--- src/rtl/infrarojo_pkg.sv ---
// Shared encodings for the IR line-follower controller: steering codes, FSM
// states, sensor weights and the helpers that turn a sensor word into a command.
package infrarojo_pkg;

  localparam logic [2:0] DIR_STOP       = 3'd0;
  localparam logic [2:0] DIR_FWD        = 3'd1;
  localparam logic [2:0] DIR_LEFT_SOFT  = 3'd2;
  localparam logic [2:0] DIR_LEFT_HARD  = 3'd3;
  localparam logic [2:0] DIR_RIGHT_SOFT = 3'd4;
  localparam logic [2:0] DIR_RIGHT_HARD = 3'd5;

  localparam logic [1:0] ST_IDLE   = 2'd0;
  localparam logic [1:0] ST_TRACK  = 2'd1;
  localparam logic [1:0] ST_SEARCH = 2'd2;
  localparam logic [1:0] ST_LOST   = 2'd3;

  localparam logic signed [4:0] W_L  = -5'sd2;
  localparam logic signed [4:0] W_LC = -5'sd1;
  localparam logic signed [4:0] W_C  =  5'sd0;
  localparam logic signed [4:0] W_RC =  5'sd1;
  localparam logic signed [4:0] W_R  =  5'sd2;

  typedef enum logic {SIDE_LEFT = 1'b0, SIDE_RIGHT = 1'b1} side_e;

  // Bit 4 is the leftmost sensor, bit 0 the rightmost.
  function automatic logic signed [4:0] sens_weight(input logic [2:0] idx);
    case (idx)
      3'd4:    return W_L;
      3'd3:    return W_LC;
      3'd2:    return W_C;
      3'd1:    return W_RC;
      default: return W_R;
    endcase
  endfunction

  function automatic logic signed [3:0] sat_pos(input logic signed [4:0] s);
    if (s > 5'sd3)       return 4'sd3;
    else if (s < -5'sd3) return -4'sd3;
    else                 return s[3:0];
  endfunction

  function automatic logic [2:0] map_dir(input logic signed [3:0] pos,
                                         input logic [2:0] cnt);
    if (cnt == 3'd5)      return DIR_FWD;
    if (pos == 4'sd0)     return DIR_FWD;
    if (pos == -4'sd1)    return DIR_LEFT_SOFT;
    if (pos < 4'sd0)      return DIR_LEFT_HARD;
    if (pos == 4'sd1)     return DIR_RIGHT_SOFT;
    return DIR_RIGHT_HARD;
  endfunction

  function automatic logic [2:0] hard_dir(input side_e s);
    return (s == SIDE_LEFT) ? DIR_LEFT_HARD : DIR_RIGHT_HARD;
  endfunction

endpackage

--- src/rtl/infrarojo_debounce.sv ---
// One sensor bit: two-flop synchroniser followed by a tick-sampled debouncer
// that accepts a new level only after DEBOUNCE_N consecutive differing samples.
module infrarojo_debounce #(
  parameter int DEBOUNCE_N = 4
) (
  input  logic clk,
  input  logic rst,
  input  logic tick,
  input  logic d,
  output logic q
);

  localparam int CW = (DEBOUNCE_N > 1) ? $clog2(DEBOUNCE_N + 1) : 1;

  logic          meta_q, sync_q;
  logic          q_q, q_d;
  logic [CW-1:0] cnt_q, cnt_d;

  always_comb begin
    q_d   = q_q;
    cnt_d = cnt_q;
    if (tick) begin
      if (sync_q != q_q) begin
        if (cnt_q == CW'(DEBOUNCE_N - 1)) begin
          q_d   = sync_q;
          cnt_d = '0;
        end else begin
          cnt_d = cnt_q + 1'b1;
        end
      end else begin
        cnt_d = '0;
      end
    end
  end

  always_ff @(posedge clk) begin
    if (rst) begin
      meta_q <= 1'b0;
      sync_q <= 1'b0;
      q_q    <= 1'b0;
      cnt_q  <= '0;
    end else begin
      meta_q <= d;
      sync_q <= meta_q;
      q_q    <= q_d;
      cnt_q  <= cnt_d;
    end
  end

  assign q = q_q;

endmodule

--- src/rtl/infrarojo_ctrl.sv ---
// Line-follower controller: sample prescaler, per-bit debounce, line position
// and the TRACK/SEARCH/LOST steering state machine.
module infrarojo_ctrl
  import infrarojo_pkg::*;
#(
  parameter int SAMPLE_DIV   = 1000,
  parameter int DEBOUNCE_N   = 4,
  parameter int LOST_TIMEOUT = 250,
  parameter bit ACTIVE_LOW   = 1'b0
) (
  input  logic              clk,
  input  logic              rst,
  input  logic              en,
  input  logic [4:0]        sens_i,
  output logic [4:0]        sens_o,
  output logic              sample_stb,
  output logic signed [3:0] pos_o,
  output logic [2:0]        dir_o,
  output logic [1:0]        state_o,
  output logic              cross_o,
  output logic              lost_o
);

  localparam int PW = (SAMPLE_DIV > 1) ? $clog2(SAMPLE_DIV) : 1;
  localparam int SW = (LOST_TIMEOUT > 1) ? $clog2(LOST_TIMEOUT + 1) : 1;

  logic [PW-1:0]     pre_q, pre_d;
  logic              tick, dec_q;
  logic [4:0]        deb;
  logic signed [4:0] sum;
  logic [2:0]        cnt;
  logic signed [3:0] pos;

  logic [1:0]        state_q, state_d;
  logic [2:0]        dir_q, dir_d;
  logic [4:0]        sens_q, sens_d;
  logic signed [3:0] pos_q, pos_d;
  logic              cross_q, cross_d, lost_q, lost_d, stb_q, stb_d, track;
  side_e             side_q, side_d;
  logic [SW-1:0]     srch_q, srch_d, srch_inc;

  assign tick = en && (pre_q == PW'(SAMPLE_DIV - 1));

  always_comb begin
    pre_d = pre_q + 1'b1;
    if (!en || tick) pre_d = '0;
  end

  // Polarity fix is a constant inversion at the pin, ahead of the synchroniser.
  for (genvar i = 0; i < 5; i++) begin : g_bit
    infrarojo_debounce #(.DEBOUNCE_N(DEBOUNCE_N)) u_deb (
      .clk  (clk),
      .rst  (rst),
      .tick (tick),
      .d    (sens_i[i] ^ ACTIVE_LOW),
      .q    (deb[i])
    );
  end

  always_comb begin
    sum = '0;
    cnt = '0;
    for (int i = 0; i < 5; i++) begin
      if (deb[i]) begin
        sum = sum + sens_weight(3'(i));
        cnt = cnt + 3'd1;
      end
    end
    pos = sat_pos(sum);
  end

  assign srch_inc = (srch_q == SW'(LOST_TIMEOUT)) ? srch_q : srch_q + 1'b1;

  always_comb begin
    state_d = state_q;
    dir_d   = dir_q;
    sens_d  = sens_q;
    pos_d   = pos_q;
    cross_d = cross_q;
    lost_d  = lost_q;
    side_d  = side_q;
    srch_d  = srch_q;
    stb_d   = 1'b0;
    track   = 1'b0;
    if (!en) begin
      state_d = ST_IDLE;
      dir_d   = DIR_STOP;
      lost_d  = 1'b0;
    end else if (dec_q) begin
      stb_d   = 1'b1;
      sens_d  = deb;
      pos_d   = pos;
      cross_d = (cnt == 3'd5);
      case (state_q)
        ST_IDLE: begin
          state_d = ST_TRACK;
          dir_d   = DIR_STOP;
        end
        ST_TRACK: begin
          if (cnt != 3'd0) track = 1'b1;
          else begin
            state_d = ST_SEARCH;
            srch_d  = '0;
            dir_d   = hard_dir(side_q);
          end
        end
        ST_SEARCH: begin
          if (cnt != 3'd0) track = 1'b1;
          else begin
            dir_d  = hard_dir(side_q);
            srch_d = srch_inc;
            if (srch_inc == SW'(LOST_TIMEOUT)) begin
              state_d = ST_LOST;
              dir_d   = DIR_STOP;
              lost_d  = 1'b1;
            end
          end
        end
        default: begin
          if (cnt != 3'd0) track = 1'b1;
          else dir_d = DIR_STOP;
        end
      endcase
      if (track) begin
        state_d = ST_TRACK;
        lost_d  = 1'b0;
        dir_d   = map_dir(pos, cnt);
        if (pos < 4'sd0)      side_d = SIDE_LEFT;
        else if (pos > 4'sd0) side_d = SIDE_RIGHT;
      end
    end
  end

  always_ff @(posedge clk) begin
    if (rst) begin
      pre_q   <= '0;
      dec_q   <= 1'b0;
      state_q <= ST_IDLE;
      dir_q   <= DIR_STOP;
      sens_q  <= '0;
      pos_q   <= '0;
      cross_q <= 1'b0;
      lost_q  <= 1'b0;
      side_q  <= SIDE_LEFT;
      srch_q  <= '0;
      stb_q   <= 1'b0;
    end else begin
      pre_q   <= pre_d;
      dec_q   <= tick;
      state_q <= state_d;
      dir_q   <= dir_d;
      sens_q  <= sens_d;
      pos_q   <= pos_d;
      cross_q <= cross_d;
      lost_q  <= lost_d;
      side_q  <= side_d;
      srch_q  <= srch_d;
      stb_q   <= stb_d;
    end
  end

  assign sens_o     = sens_q;
  assign sample_stb = stb_q;
  assign pos_o      = pos_q;
  assign dir_o      = dir_q;
  assign state_o    = state_q;
  assign cross_o    = cross_q;
  assign lost_o     = lost_q;

endmodule

--- config.mk ---
export PLATFORM = sky130hd
export DESIGN_NAME = infrarojo_ctrl
export DESIGN_NICKNAME = d
export VERILOG_FILES = /design/src/rtl/infrarojo_pkg.sv /design/src/rtl/infrarojo_debounce.sv /design/src/rtl/infrarojo_ctrl.sv
export SDC_FILE = /design/constraint.sdc
export NUM_CORES = 1
export LEC_CHECK = 0
export ABC_AREA = 1
export BUFFER_PORTS_ARGS = -buffer_cell sky130_fd_sc_hd__buf_2
export CAP_MARGIN = 0
export CORE_ASPECT_RATIO = 0.6
export CORE_MARGIN = 4
export CORE_UTILIZATION = 40
export CTS_BUF_LIST = sky130_fd_sc_hd__clkbuf_8
export DETAILED_ROUTE_END_ITERATION = 10
export GPL_TIMING_DRIVEN = 0
export HOLD_SLACK_MARGIN = 0.12
export PLACE_DENSITY_LB_ADDON = 0.12
export SLEW_MARGIN = 25
export SYNTH_ARGS = -nofsm -noshare
export SYNTH_HDL_FRONTEND = slang
export SYNTH_SLANG_ARGS = --single-unit
--- constraint.sdc ---
create_clock -name clk -period 3.2 [get_ports clk]
set_clock_uncertainty 0.15 [all_clocks]
set_input_delay 0.64 -clock clk [delete_from_list [all_inputs] [get_ports clk]]
set_output_delay 0.64 -clock clk [all_outputs]
set_load 0.05 [all_outputs]
# --- Word level (Yosys, flattened, before mapping) ---
# Cells that the tools add are included.
# W data, S select, Z words.
op_classes:
  n_reduce_logical: 24
  n_eq_ne: 25
  n_lt_le_gt_ge: 4
  bitwise_logic: 1
  n_mux: 96
  addsub: 15
op_table:
  columns: ["cell", "n"]
  rows:
  - ["$mux W3", 32]
  - ["$mux W1", 42]
  - ["$mux W5", 8]
  - ["$add A3 B1 Y3 const B", 8]
  - ["$mux W8", 3]
  - ["$eq A8 B8 Y1 const B", 2]
  - ["$pmux W8 S2", 1]
  - ["$add A5 B5 Y5", 3]
  - ["$eq A3 B2 Y1 const B", 5]
  - ["$reduce_and A3 Y1", 5]
  - ["$mux W2", 6]
  - ["$reduce_and A4 Y1", 3]
  - ["$add A10 B1 Y10 const B", 1]
  - ["$eq A10 B10 Y1 const B", 1]
  - ["$reduce_and A5 Y1", 2]
  - ["$ne A3 B3 Y1 const B", 3]
  - ["$pmux W3 S3", 1]
  - ["$add A8 B1 Y8 const B", 1]
  - ["$mux W4", 2]
  - ["$reduce_bool A2 Y1", 4]
  - ["$pmux W2 S3", 1]
  - ["$add A3 B5 Y5", 1]
  - ["$gt A5 B3 Y1 const B", 1]
  - ["$lt A5 B3 Y1 const B", 1]
  - ["other kinds (22)", 28]
totals:
  inputBits: 8
  elab_cells: 196
  out_inout_bits: 17
  regBits: 67

# --- Longest topological paths before layout ---
# Gate-level depths: netlist of the first run.
logic_depth:
  ltp_word: 45
  ltp_mapped: 24
  depth_no_buf: 24

# --- Hierarchy ---
# Synthesis of the first run repeated with hierarchy kept, for this count alone.
hier_totals:
  cells_unflattened: 507
  area_unflattened_um2: 3467.1
modules_own_cells:
  columns: ["module", "instances", "area_per_inst_um2", "seq_area_each_um2", "cells_each"]
  rows:
  - ["infrarojo_ctrl", 1, 2184.6, 720.7, 322]
  - ["infrarojo_debounce", 5, 256.5, 120.1, 37]

# --- Worst setup path after synthesis of the first run ---
# Ideal clock, no wire load.
synth_timing:
  path_kind: "register to register"
  startpoint: "reg g_bit[0].u_deb.q_q"
  endpoint: "reg state_q[0], in the netlist state_o[0]"
  t_required_ns: 2.937
  setup_slack_ns: 0.365
  arrival_ns: 2.572
  path_stages_with_launch: 18
  path_cell_list: "dfxtp_1 > inv_1 > ha_1 > inv_2 > nand2_2 > nand2_1 > inv_1 > ha_1 > nand2_1 > nand2_1 > ha_1 > or2_0 > nand2_2 > nand3_4 > a21oi_4 > nand3_2 > nor2_1 > nor2_1"
synth_between:
  elab_chain_len: 16
  elab_cells_between_ends: 20
  cone_classes: "4 x add/sub; 3 x eq/ne; 10 x mux; 3 x reduce/logical"
synth_rtl:
  columns: ["item", "line", "rtl"]
  rows:
  - ["start, declared", "infrarojo_debounce.sv:16", "logic q_q, q_d;"]
  - ["start signal, assigned", "infrarojo_debounce.sv:45", "q_q <= q_d;"]
  - ["$mux W1 (*)", "infrarojo_ctrl.sv:64", "if (deb[i]) begin"]
  - ["$add A1 B1 Y2", "infrarojo_ctrl.sv:66", "cnt = cnt + 3'd1;"]
  - ["$mux W2 (*)", "infrarojo_ctrl.sv:64", null]
  - ["$add A3 B1 Y3", "infrarojo_ctrl.sv:66", null]
  - ["$mux W3 (*)", "infrarojo_ctrl.sv:64", null]
  - ["$add A3 B1 Y3", "infrarojo_ctrl.sv:66", null]
  - ["$mux W3 (*)", "infrarojo_ctrl.sv:64", null]
  - ["$add A3 B1 Y3", "infrarojo_ctrl.sv:66", null]
  - ["$mux W3 (*)", "infrarojo_ctrl.sv:64", null]
  - ["$reduce_bool A3 Y1 (*)", "infrarojo_ctrl.sv:100, infrarojo_ctrl.sv:108, infrarojo_ctrl.sv:120", null]
  - ["$mux W1", "infrarojo_ctrl.sv:100, infrarojo_ctrl.sv:108, infrarojo_ctrl.sv:120", null]
  - ["$mux W1", null, null]
  - ["$mux W1", "infrarojo_ctrl.sv:89", "end else if (dec_q) begin"]
  - ["$mux W1", "infrarojo_ctrl.sv:85", "if (!en) begin"]
  - ["$ne A3 B3 Y1 (no line) / $reduce_bool A4 Y1 (equally long branches)", null, null]
  - ["$reduce_and A5 Y1 (no line)", null, null]
  - ["end signal, assigned", "infrarojo_ctrl.sv:150", "state_q <= state_d;"]
  - ["end, declared", "infrarojo_ctrl.sv:34", "logic [1:0] state_q, state_d;"]
# Every way passes the cells marked *; elsewhere a longest branch is shown, timed or not. The select of a mux whose other input is x is not followed.
# A chain may end at the register's enable or synchronous reset.

# --- Worst setup path in the final report of the first run ---
layout_timing:
  startpoint: "reg g_bit[1].u_deb.q_q"
  endpoint: "reg state_q[0], in the netlist state_o[0]"
layout_between:
  elab_chain_len: 14
  elab_cells_between_ends: 18
  cone_classes: "3 x add/sub; 3 x eq/ne; 9 x mux; 3 x reduce/logical"
layout_rtl:
  columns: ["item", "line"]
  rows:
  - ["start, declared", "infrarojo_debounce.sv:16"]
  - ["start signal, assigned", "infrarojo_debounce.sv:45"]
  - ["$mux W2 (*)", "infrarojo_ctrl.sv:64"]
  - ["$add A3 B1 Y3", "infrarojo_ctrl.sv:66"]
  - ["$mux W3 (*)", "infrarojo_ctrl.sv:64"]
  - ["$add A3 B1 Y3", "infrarojo_ctrl.sv:66"]
  - ["$mux W3 (*)", "infrarojo_ctrl.sv:64"]
  - ["$add A3 B1 Y3", "infrarojo_ctrl.sv:66"]
  - ["$mux W3 (*)", "infrarojo_ctrl.sv:64"]
  - ["$reduce_bool A3 Y1 (*)", "infrarojo_ctrl.sv:100, infrarojo_ctrl.sv:108, infrarojo_ctrl.sv:120"]
  - ["$mux W1", "infrarojo_ctrl.sv:100, infrarojo_ctrl.sv:108, infrarojo_ctrl.sv:120"]
  - ["$mux W1", null]
  - ["$mux W1", "infrarojo_ctrl.sv:89"]
  - ["$mux W1", "infrarojo_ctrl.sv:85"]
  - ["$ne A3 B3 Y1 (no line) / $reduce_bool A4 Y1 (equally long branches)", null]
  - ["$reduce_and A5 Y1 (no line)", null]
# Marks and branches as above.

==> results.toml, run 1 <==
[outcome]
run_status = "completed"

[routing]
ant_nets = 0
first_pass_iters = 5
vias = 3027
wl_mm = 7.82
routedWlPerCell_um = 12.6
viasPerCell = 4.87
drt-initial-drc-count = 193
drc = 0

[setup_path]
slowest_delay_ps = 350
crit_top_cell = "nand2_1"
worstPathCellList = "inv_2 > ha_4 > inv_2 > nand2_2 > nand2_1 > inv_1 > ha_1 > nand2_1 > nand2_1 > ha_1 > or2_0 > nand2_2 > nand3_4 > a21oi_4 > nand3_2 > nand2_1 > nand2_1 > nor2_1"
setup.worst_path.start_class = "flop"
crit_family = "simple AND/OR/NAND/NOR gates"
cp.required_ps = 3340
worstSetupPathType = "reg -> reg"
crit_arrival_ps = 3110
crit_slowest_cell = "dfxtp_4"
crit_buf_inv = 3
worst_setup_path_end_kind = "flop"
cp_max_fo = 7

[synthesis]
synth.distinct_cells = 35
syn_area_sq_um = 3380
synth.area.mux_share_pct = 0
avgSynthCellArea_sq_um = 7.18
synth_common_cells = "nand2_1, dfxtp_1, nor2_1"
synthAdderAreaFrac_pct = 6.66
synth_top_area_cell = "dfxtp_1"
synth-simple-area-share_pct = 31.7
syn_inst = 471
synth_area_leaders = "dfxtp_1, nand2_1, ha_1"
synth_xor_area_share_pct = 2.07
synth_top_family_by_area = "simple AND/OR/NAND/NOR gates"
synth_edf_count = 0
ys_warn_count = 0
synthArstFlopShare_pct = 0
yosys.area.top_type_share_pct = 39.1
synth.net_count = 497
synth_seq_cells = 66
synth_compound_area_share_pct = 11.6
synth_most_common_cell = "nand2_1"
ys_seq_area_share_pct = 39.1
yosys_most_used_dff = "dfxtp_1"

[final_layout]
layout-drive-gt1-share_pct = 13.8
nets = 534
area_growth_pct = 14.7
diodes = 0
final_area_sq_um = 3880

[global_route]
overflow = 0
grt_pass1_wl_mm = 13.4
grt_pass1_vias = 2798
groute.usage.overall_pct = 16.9
antenna_found_initial = 0
grt_max_degree = 11

[floorplanning]
start_util_pct = 42.1
die_h_um = 79.2
dieArea_sq_um = 10000
row_count = 25
core-area_sq_um = 8040
dieWidth_um = 127
io_pins = 25

[cts]
cts_buffers = 9
cts_tree = "built"
clk_pin_slew_ps = 70
cts_buffer_depth = 2
clk_latency_ps = 350
cts_sinks = 66
cts_hold_buf = 0
htree_levels = 3
cts_root_buffer = "clkbuf_8"

[pwr]
p_total_w = 0.00157
leakagePower_nw = 1.71
power_density_nw_per_um2 = 404
peakVddDrop_uv = 253

[timing]
hold_violations = 0
timing.hold.ws_ps = 257
min_period_ps = 2970
setup_violations = 0
min_period_over_period_pct = 93.0
tightest_slew_ps = 564
fin_tns_setup_ps = 0
relSlewSlack_pct = 62.4
slew_viol_final = 0
timing.fmax_ghz = 0.336
rsz0062_at_grt = "false"

[run]
max-cap-violations = 0

[worst_hold_path]
hold_path_class = "reg -> reg"

[placement]
finalWeightedCongestion = 0.846
post_dp_cell_area_sq_um = 3630
dp.final_hpwl_mm = 5.92
portBuffers = 23
-- tightest hold or removal path: stages, from the launching register on --
cell     delay [ps]
dfxtp_1         300
inv_1            40
nor2_1           30
-- logic make-up after synthesis --
family	count (synthesis)
buffers and inverters	75
DFF	66
xor gates and xnor gates	8
AOI/OAI and AO/OA	73
and+or+nand+nor	231
adders and majority gates	18
-- final timing paths --
path / start / end / slack [ps] / cells past startpoint
max reg2reg: g_bit[1].u_deb.q / state_o[0] / 230 / 18
max: g_bit[1].u_deb.q / state_o[0] / 230 / 18
min: g_bit[3].u_deb.meta_q / g_bit[3].u_deb.sync_q / 260 / 2
min reg2reg: g_bit[3].u_deb.meta_q / g_bit[3].u_deb.sync_q / 260 / 2
-- per-layer routing --
metal | track usage, % | vias up | share of wire, % | wire length [um]
met5 | 0 | - | 0 | 0
li1 | - | 1613 | - | -
met1 | 25.4 | 1352 | 58 | 4520
met2 | 22.3 | 52 | 36 | 2850
met3 | 5.24 | 10 | 4.6 | 362
met4 | 5.78 | 0 | 1.1 | 87
-- layout make-up --
type | count | area (sq um)
Fill cell | 808 | 4160
Multi-Input combinational cell | 330 | 1780
Sequential cell | 66 | 1330
Inverter | 62 | 233
Clock buffer | 11 | 151
Timing Repair Buffer | 26 | 138
Tap cell | 108 | 135
Buffer | 13 | 68.8
Clock inverter | 5 | 46.3
-- flip-flops by register name (all words and copies together), names as in the netlist, 2 cells and up --
register and count:
g_bit.u_deb.cnt_q 15, pre_q 10, srch_q 8, g_bit.u_deb.meta_q 5
g_bit.u_deb.q 5, g_bit.u_deb.sync_q 5, sens_o 5, dir_o 3
pos_o 3, state_o 2
-- cells in the final DEF, fill, tap and decap left out, types with 11 or more instances in the layout --
master	Yosys	layout
a21oi_1	38	38
buf_2	1	24
clkbuf_8	0	11
dfxtp_1	66	64
ha_1	18	17
inv_1	56	57
nand2_1	88	87
nand3_1	31	31
nand4_1	11	11
nor2_1	57	57
nor3_1	12	12
o21ai_0	25	25
-- timing repair --
item | 4_1_cts | 5_1_grt
hold endpoints to repair | 0 | 0
setup endpoints to repair | 3 | 14
gates cloned | 0 | 0
gates resized for setup | 3 | 6
pin swaps | 0 | 5
buffers inserted | 0 | 3
-- power breakdown --
| group | leakage (nW) | switching (W) | internal (W) | total, W |
|---|---|---|---|---|
| clock network | 0.113 | 0.000310 | 0.000393 | 0.000702 |
| registers | 0.535 | 0.00000403 | 0.000827 | 0.000831 |
| logic | 1.06 | 0.0000241 | 0.00000964 | 0.0000337 |
-- metrics by stage --
step	util (%)	cells	setup slack (ps)
after floorplan	-	471	365
after global placement	45.2	602	62.1
after detailed placement	45.2	602	11.7
after CTS	47.9	618	74.2
after global routing	48.3	621	6.12
final	48.3	621	226
No activity file was read; power rests on OpenSTA's default activity.
==> run 2, diff against run 1 <==
--- a/config.mk
+++ b/config.mk
@@ -8,6 +8,8 @@
 export ABC_AREA = 1
 export BUFFER_PORTS_ARGS = -buffer_cell sky130_fd_sc_hd__buf_2
 export CAP_MARGIN = 0
+export CELL_PAD_IN_SITES_DETAIL_PLACEMENT = 0
+export CELL_PAD_IN_SITES_GLOBAL_PLACEMENT = 1
 export CORE_ASPECT_RATIO = 0.6
 export CORE_MARGIN = 4
 export CORE_UTILIZATION = 40
==> constraint.sdc (replaced) <==
create_clock -name clk -period 3.2 [get_ports clk]
set_clock_uncertainty 0.15 [all_clocks]
set_input_delay 0.64 -clock clk [delete_from_list [all_inputs] [get_ports clk]]
set_output_delay 0.64 -clock clk [all_outputs]
set_load 0.01 [all_outputs]
==> results.toml, run 2 (synthesized netlist as in run 1, its figures left out) <==
[setup_path]
crit_top_cell = "nand2_1"
crit_slowest_cell = "dfxtp_4"
worstPathCellList = "inv_2 > ha_4 > inv_2 > nand2_2 > nand2_1 > inv_1 > ha_1 > nand2_1 > nand2_1 > ha_1 > or2_0 > nand2_2 > nand3_4 > a21oi_4 > nand3_2 > nand2_1 > nand2_1 > nor2_1"
slowest_delay_ps = 360
worst_setup_path_end_kind = "flop"
setup.worst_path.start_class = "flop"
worst-r2r-cell-count = 18
cp_max_fo = 7
worstSetupPathType = "reg -> reg"
crit_arrival_ps = 3090
cp.required_ps = 3330

[final_layout]
diodes = 0
area_growth_pct = 14.2
final_area_sq_um = 3860
multi_input_area_sq_um = 1780
filler_cell_count = 813
reg_top3 = "g_bit.u_deb.cnt_q: 15 flops, pre_q: 10 flops, srch_q: 8 flops"
seqCellArea_sq_um = 1330
nets = 532
largest_reg_flops = 15
layout-drive-gt1-share_pct = 13.9
layout_commonest_cell = "nand2_1"
largest-register = "g_bit.u_deb.cnt_q"
layout_common_cells = "nand2_1, dfxtp_1, nor2_1"

[timing]
min_period_over_period_pct = 92.4
relSlewSlack_pct = 57.0
min_period_ps = 2960
setup_violations = 0
fin_tns_setup_ps = 0
timing.fmax_ghz = 0.338
rsz0062_at_grt = "false"
tightest_slew_ps = 645
hold_violations = 0
slew_viol_final = 0

[cts]
cts_sinks = 66
cts_root_buffer = "clkbuf_8"
htree_levels = 3
cts_buffer_depth = 2
cts_hold_buf = 0
cts_buffers = 9
clk_pin_slew_ps = 70
cts_tree = "built"
clk_latency_ps = 340

[run]
max-cap-violations = 0

[routing]
wl_mm = 7.83
vias = 3005
drc = 0
ant_nets = 0
routedWlPerCell_um = 12.7
viasPerCell = 4.87
drt-initial-drc-count = 186
first_pass_iters = 5

[pwr]
power_density_nw_per_um2 = 404
peakVddDrop_uv = 239
leakagePower_nw = 1.68

[worst_hold_path]
hold_depth = 2
hold_path_class = "reg -> reg"

[floorplanning]
core-area_sq_um = 8040
io_pins = 25
dieArea_sq_um = 10000
die_h_um = 79.2
dieWidth_um = 127
start_util_pct = 42.1
row_count = 25

[placement]
post_dp_cell_area_sq_um = 3630
dp.final_hpwl_mm = 5.94
portBuffers = 23
finalWeightedCongestion = 0.847

[outcome]
run_status = "completed"

[global_route]
grt_pass1_vias = 2698
antenna_found_initial = 0
grt_pass1_wl_mm = 13.3
grt_max_degree = 11
groute.usage.overall_pct = 16.6
overflow = 0
==> run 2: cell count changes in the layout (fill, tap and decap cells not counted) <==
cell,previous run,this run
buf_4,6,4
clkinv_2,1,2
inv_1,57,54
nand2_1,87,86
nand2_2,4,5
==> run 2: final timing paths <==
path                         start                     to  slack (ps)
max               g_bit[1].u_deb.q             state_o[0]         240
min          g_bit[3].u_deb.meta_q  g_bit[3].u_deb.sync_q         250
max reg2reg       g_bit[1].u_deb.q             state_o[0]         240
min reg2reg  g_bit[3].u_deb.meta_q  g_bit[3].u_deb.sync_q         250
==> run 2: metrics by stage <==
stage | hold slack [ps] | power, W | setup slack [ps] | util (%) | instances
6_report | 253 | 0.00156 | 243 | 48.0 | 617
5_1_grt | 272 | 0.00162 | 0.278 | 48.0 | 617
4_1_cts | 256 | 0.00159 | 8.59 | 47.6 | 616
3_5_place_dp | 246 | 0.000886 | 40.5 | 45.2 | 602
3_3_place_gp | 240 | 0.000885 | 34.3 | 45.2 | 602
2_1_floorplan | 238 | 0.000871 | 365 | - | 471
==> run 2: cell type report <==
cell class	instances	area share, %
inverter	62	6.03
multi-input combinational	330	46.2
clock buffer	11	3.92
timing repair buffer	24	3.17
buffer	13	1.78
clock inverter	3	1.04
sequential	66	34.4
tap	108	3.50
==> run 2: power breakdown <==
group	leakage [nW]	switching, W	internal [W]	total (W)
Sequential	0.535	0.00000385	0.000827	0.000830
Combinational	1.05	0.0000245	0.00000963	0.0000342
Clock	0.101	0.000304	0.000391	0.000695
Total	1.68	0.000332	0.00123	0.00156
==> run 2: critical path, delay by kind of cell, from the launching register on <==
kind                       cells  cell delay, ps
adders and majority gates      3             770
DFF                            1             360
buffers and inverters          3             220
and+or+nand+nor               11            1110
AOI/OAI and AO/OA              1             280
==> run 2: repair_timing <==
action                                  in CTS  in global routing
endpoints found under the setup margin       0                 15
endpoints found under the hold margin        0                  0
resized for setup                            0                 11
setup buffers                                0                  1
==> run 2: metal layers <==
| metal | global-route usage, % | up-vias | routed length [um] |
|---|---|---|---|
| met5 | 0 | - | 0 |
| met4 | 5.14 | 0 | 61 |
| met3 | 4.30 | 8 | 424 |
| met2 | 20.7 | 67 | 2760 |
| met1 | 26.6 | 1325 | 4580 |
| li1 | - | 1605 | - |
